$ cat config.mk
export PLATFORM = sky130hd
export DESIGN_NAME = up_sequencer
export DESIGN_NICKNAME = d
export VERILOG_FILES = /design/src/rtl/up_sequencer.sv
export SDC_FILE = /design/constraint.sdc
export NUM_CORES = 1
export LEC_CHECK = 0
export CELL_PAD_IN_SITES_DETAIL_PLACEMENT = 0
export CELL_PAD_IN_SITES_GLOBAL_PLACEMENT = 2
export CORE_MARGIN = 3
export CORE_UTILIZATION = 21
export CTS_BUF_LIST = sky130_fd_sc_hd__clkbuf_4
export DETAILED_ROUTE_END_ITERATION = 10
export PLACE_DENSITY = 0.91
export SLEW_MARGIN = 20
export SYNTH_ARGS = -nofsm -noshare
export SYNTH_HDL_FRONTEND = slang
export SYNTH_SLANG_ARGS = --single-unit
$ cat constraint.sdc
create_clock -name clock -period 3.5 [get_ports clock]
set_input_delay 0.7 -clock clock [delete_from_list [all_inputs] [get_ports clock]]
set_output_delay 0.7 -clock clock [all_outputs]
set_load 0.1 [all_outputs]
$ cat src/rtl/up_sequencer.sv
// Nibble-CPU control unit: FETCH/EXEC phase machine, C/Z flags, strobe decode, retired count.
// Optional single-step parking state (WAIT) is enabled by defining UP_SINGLE_STEP_EN.
module up_sequencer #(
  parameter int CNT_W = 8
) (
  input  logic             clock,
  input  logic             reset,
  input  logic [3:0]       instr,
  input  logic             alu_c,
  input  logic             alu_z,
  input  logic             step_mode,
  input  logic             step_btn,
  output logic             phase,
  output logic             incPC,
  output logic             loadPC,
  output logic             loadA,
  output logic             loadFlags,
  output logic [2:0]       opALU,
  output logic             cs,
  output logic             we,
  output logic             oeALU,
  output logic             oeIn,
  output logic             oeOprnd,
  output logic             loadOut,
  output logic             c_flag,
  output logic             z_flag,
  output logic             halted,
  output logic [CNT_W-1:0] instr_count
);

  typedef enum logic [1:0] {FETCH = 2'd0, EXEC = 2'd1, WAIT = 2'd2} state_t;

  localparam logic [2:0] OP_PASS = 3'b000;
  localparam logic [2:0] OP_SUB  = 3'b001;
  localparam logic [2:0] OP_ADD  = 3'b010;
  localparam logic [2:0] OP_NAND = 3'b100;

  state_t           state_q;
  logic             c_q, z_q;
  logic [CNT_W-1:0] cnt_q;
  logic             is_jump, take;
  logic             step_edge;

`ifdef UP_SINGLE_STEP_EN
  logic [1:0] sync_q;
  logic       prev_q;

  always_ff @(posedge clock) begin
    if (reset) begin
      sync_q <= 2'b00;
      prev_q <= 1'b0;
    end else begin
      sync_q <= {sync_q[0], step_btn};
      prev_q <= sync_q[1];
    end
  end

  // Only consumed while parked, so edges seen in other states are dropped.
  assign step_edge = sync_q[1] & ~prev_q;
  assign halted    = (state_q == WAIT);
`else
  logic unused_step;
  assign unused_step = step_mode ^ step_btn;
  assign step_edge   = 1'b0;
  assign halted      = 1'b0;
`endif

  always_comb begin
    incPC     = 1'b0;
    loadPC    = 1'b0;
    loadA     = 1'b0;
    loadFlags = 1'b0;
    opALU     = OP_PASS;
    cs        = 1'b0;
    we        = 1'b0;
    oeALU     = 1'b0;
    oeIn      = 1'b0;
    oeOprnd   = 1'b0;
    loadOut   = 1'b0;
    is_jump   = 1'b0;
    take      = 1'b0;
    if (state_q == EXEC) begin
      case (instr)
        4'b0000: begin is_jump = 1'b1; take = c_q;  end
        4'b0001: begin is_jump = 1'b1; take = ~c_q; end
        4'b1000: begin is_jump = 1'b1; take = z_q;  end
        4'b1001: begin is_jump = 1'b1; take = ~z_q; end
        4'b1100: begin is_jump = 1'b1; take = 1'b1; end
        4'b0010: begin oeOprnd = 1'b1; opALU = OP_SUB;  loadFlags = 1'b1; end
        4'b0011: begin cs = 1'b1;      opALU = OP_SUB;  loadFlags = 1'b1; end
        4'b0100: begin oeOprnd = 1'b1; opALU = OP_PASS; loadA = 1'b1; end
        4'b0101: begin oeIn = 1'b1;    opALU = OP_PASS; loadA = 1'b1; end
        4'b0110: begin cs = 1'b1;      opALU = OP_PASS; loadA = 1'b1; end
        4'b0111: begin cs = 1'b1; we = 1'b1; oeALU = 1'b1; end
        4'b1010: begin oeOprnd = 1'b1; opALU = OP_ADD; loadA = 1'b1; loadFlags = 1'b1; end
        4'b1011: begin cs = 1'b1;      opALU = OP_ADD; loadA = 1'b1; loadFlags = 1'b1; end
        4'b1101: begin oeALU = 1'b1; loadOut = 1'b1; end
        4'b1110: begin oeOprnd = 1'b1; opALU = OP_NAND; loadA = 1'b1; end
        default: begin cs = 1'b1;      opALU = OP_NAND; loadA = 1'b1; end
      endcase
      loadPC = is_jump & take;
      incPC  = ~(is_jump & take);
    end
  end

  always_ff @(posedge clock) begin
    if (reset) begin
      state_q <= FETCH;
      c_q     <= 1'b0;
      z_q     <= 1'b0;
      cnt_q   <= '0;
    end else begin
      case (state_q)
        FETCH: state_q <= EXEC;
        EXEC: begin
          cnt_q <= cnt_q + {{(CNT_W-1){1'b0}}, 1'b1};
          if (loadFlags) begin
            c_q <= alu_c;
            z_q <= alu_z;
          end
`ifdef UP_SINGLE_STEP_EN
          state_q <= step_mode ? WAIT : FETCH;
`else
          state_q <= FETCH;
`endif
        end
`ifdef UP_SINGLE_STEP_EN
        WAIT: if (!step_mode || step_edge) state_q <= FETCH;
`endif
        default: state_q <= FETCH;
      endcase
    end
  end

  assign phase       = (state_q == EXEC);
  assign c_flag      = c_q;
  assign z_flag      = z_q;
  assign instr_count = cnt_q;

endmodule

==> results of run 1 <==
worst min-delay path by stage:
stage               cells after the start              to  slack [ns]
finish                                  2  instr_count[7]        0.49
global route                            2  instr_count[7]        0.53
CTS                                     2  instr_count[7]        0.49
detailed placement                      2  instr_count[7]        0.48
global placement                        2  instr_count[7]        0.47
floorplan                               1          z_flag        0.77
routing by layer:
layer,track usage,part of all wire,vias to the layer above
met2,0.160,0.51,23
met3,0.0277,0.070,2
li1,-,-,336
met5,0,0,-
met4,0.0285,0.0049,0
met1,0.128,0.42,294
power groups by stage:
stage	Clock, W	Sequential (W)	Combinational (W)
2_1_floorplan	0	0.000162	0.0000691
3_3_place_gp	0	0.000138	0.000134
3_5_place_dp	0	0.000139	0.000134
4_1_cts	0.0000894	0.000136	0.000135
5_1_grt	0.0000972	0.000137	0.000140
6_report	0.0000852	0.000136	0.000134
per-stage QoR:
step,util,hold WS (ns)
3_3_place_gp,0.395,0.473
2_1_floorplan,-,0.769
6_report,0.404,0.493
4_1_cts,0.404,0.494
3_5_place_dp,0.395,0.479
5_1_grt,0.404,0.526
cell usage in the layout (no fill, tap or decap), types with 2 or more instances in the layout:
| cell type | Yosys | final |
|---|---|---|
| sky130_fd_sc_hd__nand2b_1 | 2 | 2 |
| sky130_fd_sc_hd__xnor2_1 | 2 | 2 |
| sky130_fd_sc_hd__a21oi_1 | 8 | 7 |
| sky130_fd_sc_hd__clkdlybuf4s50_1 | 0 | 16 |
| sky130_fd_sc_hd__nor2_1 | 14 | 13 |
| sky130_fd_sc_hd__buf_12 | 0 | 13 |
| sky130_fd_sc_hd__xor2_1 | 5 | 5 |
| sky130_fd_sc_hd__o21ai_0 | 5 | 5 |
| sky130_fd_sc_hd__dfxtp_1 | 11 | 11 |
| sky130_fd_sc_hd__clkbuf_4 | 0 | 3 |
| sky130_fd_sc_hd__nand4_1 | 2 | 2 |
| sky130_fd_sc_hd__nor2b_1 | 2 | 2 |
| sky130_fd_sc_hd__nand2_1 | 10 | 10 |
| sky130_fd_sc_hd__and2_1 | 2 | 2 |
| sky130_fd_sc_hd__nor3_2 | 0 | 3 |
| sky130_fd_sc_hd__buf_4 | 1 | 3 |
| sky130_fd_sc_hd__or3_1 | 2 | 2 |
sequential cells by signal, indices dropped and copies added (netlist names):
signal,count
instr_count,8
state_q,1
c_flag,1
z_flag,1
final cells by class:
cell class | count | area, um2 | area share
timing repair buffer | 32 | 443 | 0.394
multi-input combinational | 66 | 395 | 0.352
sequential | 11 | 220 | 0.196
tap | 31 | 38.8 | 0.0345
clock buffer | 3 | 22.5 | 0.0200
clock inverter | 1 | 5.00 | 0.00445
worst register-to-register path: stages (launching register included):
cell and delay [ns]:
sky130_fd_sc_hd__dfxtp_1 0.64, sky130_fd_sc_hd__nand4_2 0.26, sky130_fd_sc_hd__or3_1 0.39, sky130_fd_sc_hd__a21oi_1 0.15
cell families (layout without fill, tap and decap cells):
family | Yosys count | count (layout) | synth area share
compound gates | 13 | 13 | 0.105
other cells | 1 | 1 | 0.00604
flops | 11 | 11 | 0.355
xor+xnor | 7 | 7 | 0.0988
mux | 1 | 1 | 0.0161
fa+ha+maj | 1 | 1 | 0.0202
buf+inv | 6 | 36 | 0.0504
simple gates | 43 | 43 | 0.349
==> metrics.json, run 1 <==
{
  "critical_path_buf_inv_count": {"value": 2},
  "die_y": {"value": 60.4, "unit": "um"},
  "power_density": {"value": 315, "unit": "nW/um2"},
  "wp_data_arrival": {"value": 2.34, "unit": "ns"},
  "grt.total_usage": {"value": 0.0990},
  "design.final.nets": {"value": 125},
  "run_status": {"value": "finished, final reports clean"},
  "place.gp.congestion": {"value": 0.663},
  "tritoncts": {"value": "yes"},
  "finalSetupViolations": {"value": 0},
  "fin_tns_setup": {"value": 0, "unit": "ns"},
  "cell_count_of_the_worst_reg_to_reg_path": {"value": 3},
  "via_count_of_the_first_global_routing_pass": {"value": 642},
  "antenna_diode_count": {"value": 0},
  "critical_path.startpoint": {"value": "instr[2]"},
  "cpLargestDelayFamily": {"value": "buffers and inverters"},
  "layout-drive-gt1-share": {"value": 0.239},
  "swShare": {"value": 0.399},
  "p_switching": {"value": 0.000142, "unit": "W"},
  "internal-power": {"value": 0.000213, "unit": "W"},
  "routedWlPerCell": {"value": 11.3, "unit": "um"},
  "cts_hold_buffers": {"value": 0},
  "clock_input_transition_at_the_sequential_cells_of_the_worst_setup_and_hold_paths": {"value": 0.07, "unit": "ns"},
  "initial_utilization": {"value": 0.223},
  "clock_period_minus_final_worst_setup_slack": {"value": 3.04, "unit": "ns"},
  "n_fill_cell": {"value": 288},
  "worst_setup_timing_slack_at_the_placement_stage": {"value": 0.472, "unit": "ns"},
  "cp_data_required_time": {"value": 2.80, "unit": "ns"},
  "syn2layout_area_growth": {"value": 81.3, "unit": "%"},
  "grt_pass1_wl": {"value": 2810, "unit": "um"},
  "critical-path-max-stage-delay": {"value": 0.62, "unit": "ns"},
  "critical_path.most_common_cell": {"value": "sky130_fd_sc_hd__a21oi_1"},
  "timing.final.max_slew_violations": {"value": 0},
  "cts_sinks": {"value": 11},
  "synthesis.nets": {"value": 94},
  "clock.fmax": {"value": 329, "unit": "MHz"},
  "avg_synthesized_cell_area": {"value": 7.48, "unit": "um2"},
  "timing.rr.start": {"value": "state_q[0]"},
  "postSynthCellCount": {"value": 83},
  "number_of_flops_mapped_to_enable_cells_by_yosys": {"value": 0},
  "total_number_of_cells_along_the_worst_setup_path": {"value": 6},
  "synth.yosys.seq_area_share": {"value": 0.355},
  "post_cts_buffers": {"value": 0},
  "detail_route.first_pass.iterations": {"value": 4},
  "placed_cells_incl_taps": {"value": 140},
  "netlist.top_cell.by_area": {"value": "sky130_fd_sc_hd__dfxtp_1"},
  "power": {"value": 0.000354, "unit": "W"},
  "synth_top_cells_by_count": {"value": "sky130_fd_sc_hd__nor2_1, sky130_fd_sc_hd__dfxtp_1, sky130_fd_sc_hd__nand2_1"},
  "antenna_violations_before_repair": {"value": 0},
  "timing.critical_path.to": {"value": "loadPC"},
  "drt_iter0_markers": {"value": 20},
  "grt_remaining_overflow": {"value": 0},
  "async_flop_share": {"value": 0},
  "synth_flop_cell": {"value": "sky130_fd_sc_hd__dfxtp_1"},
  "hold_path.class": {"value": "flip-flop to flip-flop"},
  "post-route-cell-area": {"value": 1120, "unit": "um2"},
  "ys_seq_elements": {"value": 11},
  "worstReg2RegEnd": {"value": "instr_count[7]"},
  "design.core.area": {"value": 2780, "unit": "um2"},
  "setup.worst_path.start_class": {"value": "input port"},
  "end_kind": {"value": "primary output"},
  "layoutNonFillerInstCount": {"value": 144},
  "placedInstanceArea": {"value": 1100, "unit": "um2"},
  "clock_latency": {"value": 0.27, "unit": "ns"},
  "ctsHtreeMaxLevel": {"value": 1},
  "maxSlewHeadroom": {"value": 0.348},
  "setup.worst_path.class": {"value": "input port to primary output"},
  "worst_min_delay_path_startpoint": {"value": "instr_count[7]"},
  "power_frac_comb": {"value": 0.377},
  "io_pins": {"value": 35},
  "timing.critical_path.slowest_stage_cell": {"value": "sky130_fd_sc_hd__clkdlybuf4s50_1"},
  "seq_power_share": {"value": 0.382},
  "synthMostInstantiatedCell": {"value": "sky130_fd_sc_hd__nor2_1"},
  "drt_drc_violations_left": {"value": 0},
  "dr_total_vias": {"value": 655},
  "syn_area": {"value": 621, "unit": "um2"},
  "fp.dieW": {"value": 60.4, "unit": "um"},
  "layout_setup_ws": {"value": 0.463, "unit": "ns"},
  "vdd_drop_max": {"value": 0.330, "unit": "mV"},
  "cts.path.max_buffers": {"value": 2},
  "max_slew.worst_pin.slew": {"value": 0.976, "unit": "ns"},
  "clock-skew-final": {"value": 0.00612, "unit": "ns"},
  "power_frac_clock": {"value": 0.240},
  "layout_worst_path_cycle_share": {"value": 0.868},
  "synthesis.yosys.warnings": {"value": 0},
  "critical_path.cell_chain": {"value": "clkdlybuf4s50_1 > nor4bb_1 > a21oi_1 > a21oi_1 > and2_1 > buf_12"},
  "placementRows": {"value": 19},
  "synth.area.top_cells": {"value": "sky130_fd_sc_hd__dfxtp_1, sky130_fd_sc_hd__nor2_1, sky130_fd_sc_hd__xor2_1"},
  "die-area": {"value": 3640, "unit": "um2"},
  "drv.max_cap_violation_count": {"value": 0},
  "timing.reg2reg.setup_slack": {"value": 2.00, "unit": "ns"},
  "cellLeakagePower": {"value": 0.433, "unit": "nW"},
  "synth.distinct_cells": {"value": 25},
  "route.detailed.vias_per_inst": {"value": 4.55},
  "routed_wl": {"value": 1630, "unit": "um"},
  "worstPathMaxFanout": {"value": 12},
  "grt_max_degree": {"value": 15},
  "yosys_top_cell_area_share": {"value": 0.355},
  "port_buf_inserts": {"value": 31},
  "antenna_left": {"value": 0},
  "cts_inserted_buffers": {"value": 3},
  "clock-root-buffer": {"value": "sky130_fd_sc_hd__clkbuf_4"},
  "rsz0062_at_grt": {"value": "false"},
  "detailedPlacementHpwl": {"value": 1250, "unit": "um"},
  "finalHoldViolations": {"value": 0},
  "postCtsResizedCells": {"value": 0}
}
Note: power is estimated with default switching activity, not from simulation.
==> run 2: changes to the inputs <==
Settings changed: PLACE_DENSITY 0.91 to unset, PLACE_DENSITY_LB_ADDON set to 0.05, REMOVE_ABC_BUFFERS set to 1.
==> run 2 against run 1 <==
Wire length is 3.8% higher. Sequential share of layout area rose by 0.42 points. Clock power up 10%. Via count down 3.4%. Critical path type unchanged. Critical endpoint unchanged. Largest cell class unchanged.
==> metrics.json, run 2 (synthesis results as in run 1) <==
{
  "end_kind": {"value": "primary output"},
  "antenna_diode_count": {"value": 0, "change": "unchanged"},
  "placed_cells_incl_taps": {"value": 140, "change": "unchanged"},
  "antenna_violations_before_repair": {"value": 0, "change": "unchanged"},
  "cts.path.max_buffers": {"value": 2, "change": "unchanged"},
  "syn2layout_area_growth": {"value": 77.4, "unit": "%"},
  "drt_iter0_markers": {"value": 17, "change": "-15%"},
  "cp_data_required_time": {"value": 2.80, "unit": "ns", "change": "about the same"},
  "tritoncts": {"value": "yes"},
  "clock_latency": {"value": 0.26, "unit": "ns", "change": "about the same"},
  "initial_utilization": {"value": 0.223, "change": "unchanged"},
  "die_y": {"value": 60.4, "unit": "um", "change": "unchanged"},
  "route.detailed.vias_per_inst": {"value": 4.40, "change": "-3.4%"},
  "clock.fmax": {"value": 330, "unit": "MHz", "change": "+0.16%"},
  "total_area_of_multi_input_combinational_cells": {"value": 369, "unit": "um2", "change": "-6.6%"},
  "layout_worst_path_cycle_share": {"value": 0.866, "change": "-0.00139"},
  "n_fill_cell": {"value": 304, "change": "+5.6%"},
  "drv.max_cap_violation_count": {"value": 0, "change": "unchanged"},
  "layout.cells.most_common_list": {"value": "sky130_fd_sc_hd__clkdlybuf4s50_1, sky130_fd_sc_hd__nor2_1, sky130_fd_sc_hd__buf_12"},
  "grt_remaining_overflow": {"value": 0, "change": "unchanged"},
  "maxSlewHeadroom": {"value": 0.346, "change": "-0.00125"},
  "timing.final.max_slew_violations": {"value": 0, "change": "unchanged"},
  "routed_wl": {"value": 1690, "unit": "um", "change": "+3.8%"},
  "grt_pass1_wl": {"value": 2850, "unit": "um", "change": "+1.5%"},
  "grt_max_degree": {"value": 15, "change": "unchanged"},
  "seqCellArea": {"value": 220, "unit": "um2", "change": "unchanged"},
  "postCtsResizedCells": {"value": 0, "change": "unchanged"},
  "critical_path.startpoint": {"value": "instr[2]"},
  "met2RoutedLength": {"value": 752, "unit": "um", "change": "-8.7%"},
  "setup.worst_path.start_class": {"value": "input port"},
  "hold_path.class": {"value": "flip-flop to flip-flop"},
  "cts_hold_buffers": {"value": 0, "change": "unchanged"},
  "antenna_left": {"value": 0, "change": "unchanged"},
  "detail_route.first_pass.iterations": {"value": 4, "change": "unchanged"},
  "fp.dieW": {"value": 60.4, "unit": "um", "change": "unchanged"},
  "rsz0062_at_grt": {"value": "false"},
  "setup.worst_path.class": {"value": "input port to primary output"},
  "worstPathMaxFanout": {"value": 12, "change": "unchanged"},
  "design.core.area": {"value": 2780, "unit": "um2", "change": "unchanged"},
  "clock-root-buffer": {"value": "sky130_fd_sc_hd__clkbuf_4"},
  "cts_inserted_buffers": {"value": 3, "change": "unchanged"},
  "routedWlPerCell": {"value": 11.7, "unit": "um", "change": "+3.8%"},
  "ctsHtreeMaxLevel": {"value": 1, "change": "unchanged"},
  "post_cts_buffers": {"value": 0, "change": "unchanged"},
  "wp_data_arrival": {"value": 2.33, "unit": "ns", "change": "about the same"},
  "worst_min_delay_path_startpoint": {"value": "instr_count[7]"},
  "timing.rr.start": {"value": "state_q[0]"},
  "port_buf_inserts": {"value": 31, "change": "unchanged"},
  "route.layer.met1.wl": {"value": 830, "unit": "um", "change": "+22%"},
  "cellLeakagePower": {"value": 0.430, "unit": "nW", "change": "-0.80%"},
  "clock_input_transition_at_the_sequential_cells_of_the_worst_setup_and_hold_paths": {"value": 0.07, "unit": "ns", "change": "about the same"},
  "vdd_drop_max": {"value": 0.245, "unit": "mV", "change": "-26%"},
  "drt_drc_violations_left": {"value": 0, "change": "unchanged"},
  "design.final.nets": {"value": 125, "change": "unchanged"},
  "grt.total_usage": {"value": 0.105, "change": "+0.00648"},
  "highest-signal-layer": {"value": "met4"},
  "met3RoutedLength": {"value": 97, "unit": "um", "change": "-15%"},
  "place.gp.congestion": {"value": 0.664, "change": "+0.26%"},
  "finalHoldWorstSlack": {"value": 0.500, "unit": "ns", "change": "+0.00668 ns"},
  "clock_period_minus_final_worst_setup_slack": {"value": 3.03, "unit": "ns", "change": "-0.00487 ns"},
  "finalSetupViolations": {"value": 0, "change": "unchanged"},
  "power_density": {"value": 328, "unit": "nW/um2", "change": "+4.2%"},
  "dr_total_vias": {"value": 633, "change": "-3.4%"},
  "postLayoutCoreUtil": {"value": 0.396, "change": "-0.00855"},
  "cts_sinks": {"value": 11, "change": "unchanged"},
  "io_pins": {"value": 35, "change": "unchanged"},
  "die-area": {"value": 3640, "unit": "um2", "change": "unchanged"},
  "largest_register_ff_count": {"value": 8, "change": "unchanged"},
  "finalHoldViolations": {"value": 0, "change": "unchanged"},
  "run_status": {"value": "finished, final reports clean"},
  "via_count_of_the_first_global_routing_pass": {"value": 611, "change": "-4.8%"},
  "detailedPlacementHpwl": {"value": 1250, "unit": "um", "change": "+0.21%"},
  "max_slew.worst_pin.slew": {"value": 0.977, "unit": "ns", "change": "+0.00187 ns"},
  "placementRows": {"value": 19, "change": "unchanged"},
  "layout-drive-gt1-share": {"value": 0.186, "change": "-0.0531"},
  "layoutNonFillerInstCount": {"value": 144, "change": "unchanged"},
  "clock-skew-final": {"value": 0.000725, "unit": "ns", "change": "-0.00540 ns"},
  "layout_commonest_cell": {"value": "sky130_fd_sc_hd__clkdlybuf4s50_1"}
}
run 2: worst paths after layout:
check	slack [ns]	cells after the start	endpoint
max	0.47	6	loadPC
min	0.50	2	instr_count[7]
max reg2reg	1.95	4	z_flag
min reg2reg	0.50	2	instr_count[7]
run 2: metal layers:
layer / vias up / track usage
li1: 334 / -
met1: 282 / 0.147
met2: 15 / 0.151
met3: 2 / 0.0404
met4: 0 / 0.0285
met5: - / 0
run 2: layout make-up:
| class | count | share of cell area |
|---|---|---|
| Sequential cell | 11 | 0.200 |
| Tap cell | 31 | 0.0352 |
| Timing Repair Buffer | 32 | 0.402 |
| Multi-Input combinational cell | 66 | 0.335 |
| Clock buffer | 4 | 0.0273 |
run 2: worst max-delay path, stage by stage:
cell and delay (ns):
sky130_fd_sc_hd__clkdlybuf4s50_1 0.63, sky130_fd_sc_hd__nor4bb_1 0.34, sky130_fd_sc_hd__a21oi_1 0.07, sky130_fd_sc_hd__a21oi_1 0.20
sky130_fd_sc_hd__and2_1 0.20, sky130_fd_sc_hd__buf_12 0.18
run 2: report_power, final:
part / switching [W] / internal, W / leakage, nW
registers: 0.00000664 / 0.000129 / 0.0893
clock network: 0.0000423 / 0.0000518 / 0.0184
logic: 0.0000908 / 0.0000413 / 0.322
run 2: metrics by stage:
stage / setup TNS, ns / setup slack (ns) / power (W) / area [um2]
6_report: 0 / 0.468 / 0.000362 / 1100
3_3_place_gp: 0 / 0.448 / 0.000271 / 1070
5_1_grt: 0 / 0.298 / 0.000385 / 1100
2_1_floorplan: -4.14 / -0.997 / 0.000222 / 589
3_5_place_dp: 0 / 0.459 / 0.000271 / 1070
4_1_cts: 0 / 0.465 / 0.000370 / 1100
==> run 3: changes to the inputs <==
Settings changed: SLEW_MARGIN 20 to unset.
==> results of run 3 <==
Final layout, timing and power as in run 2 (identical DEF).
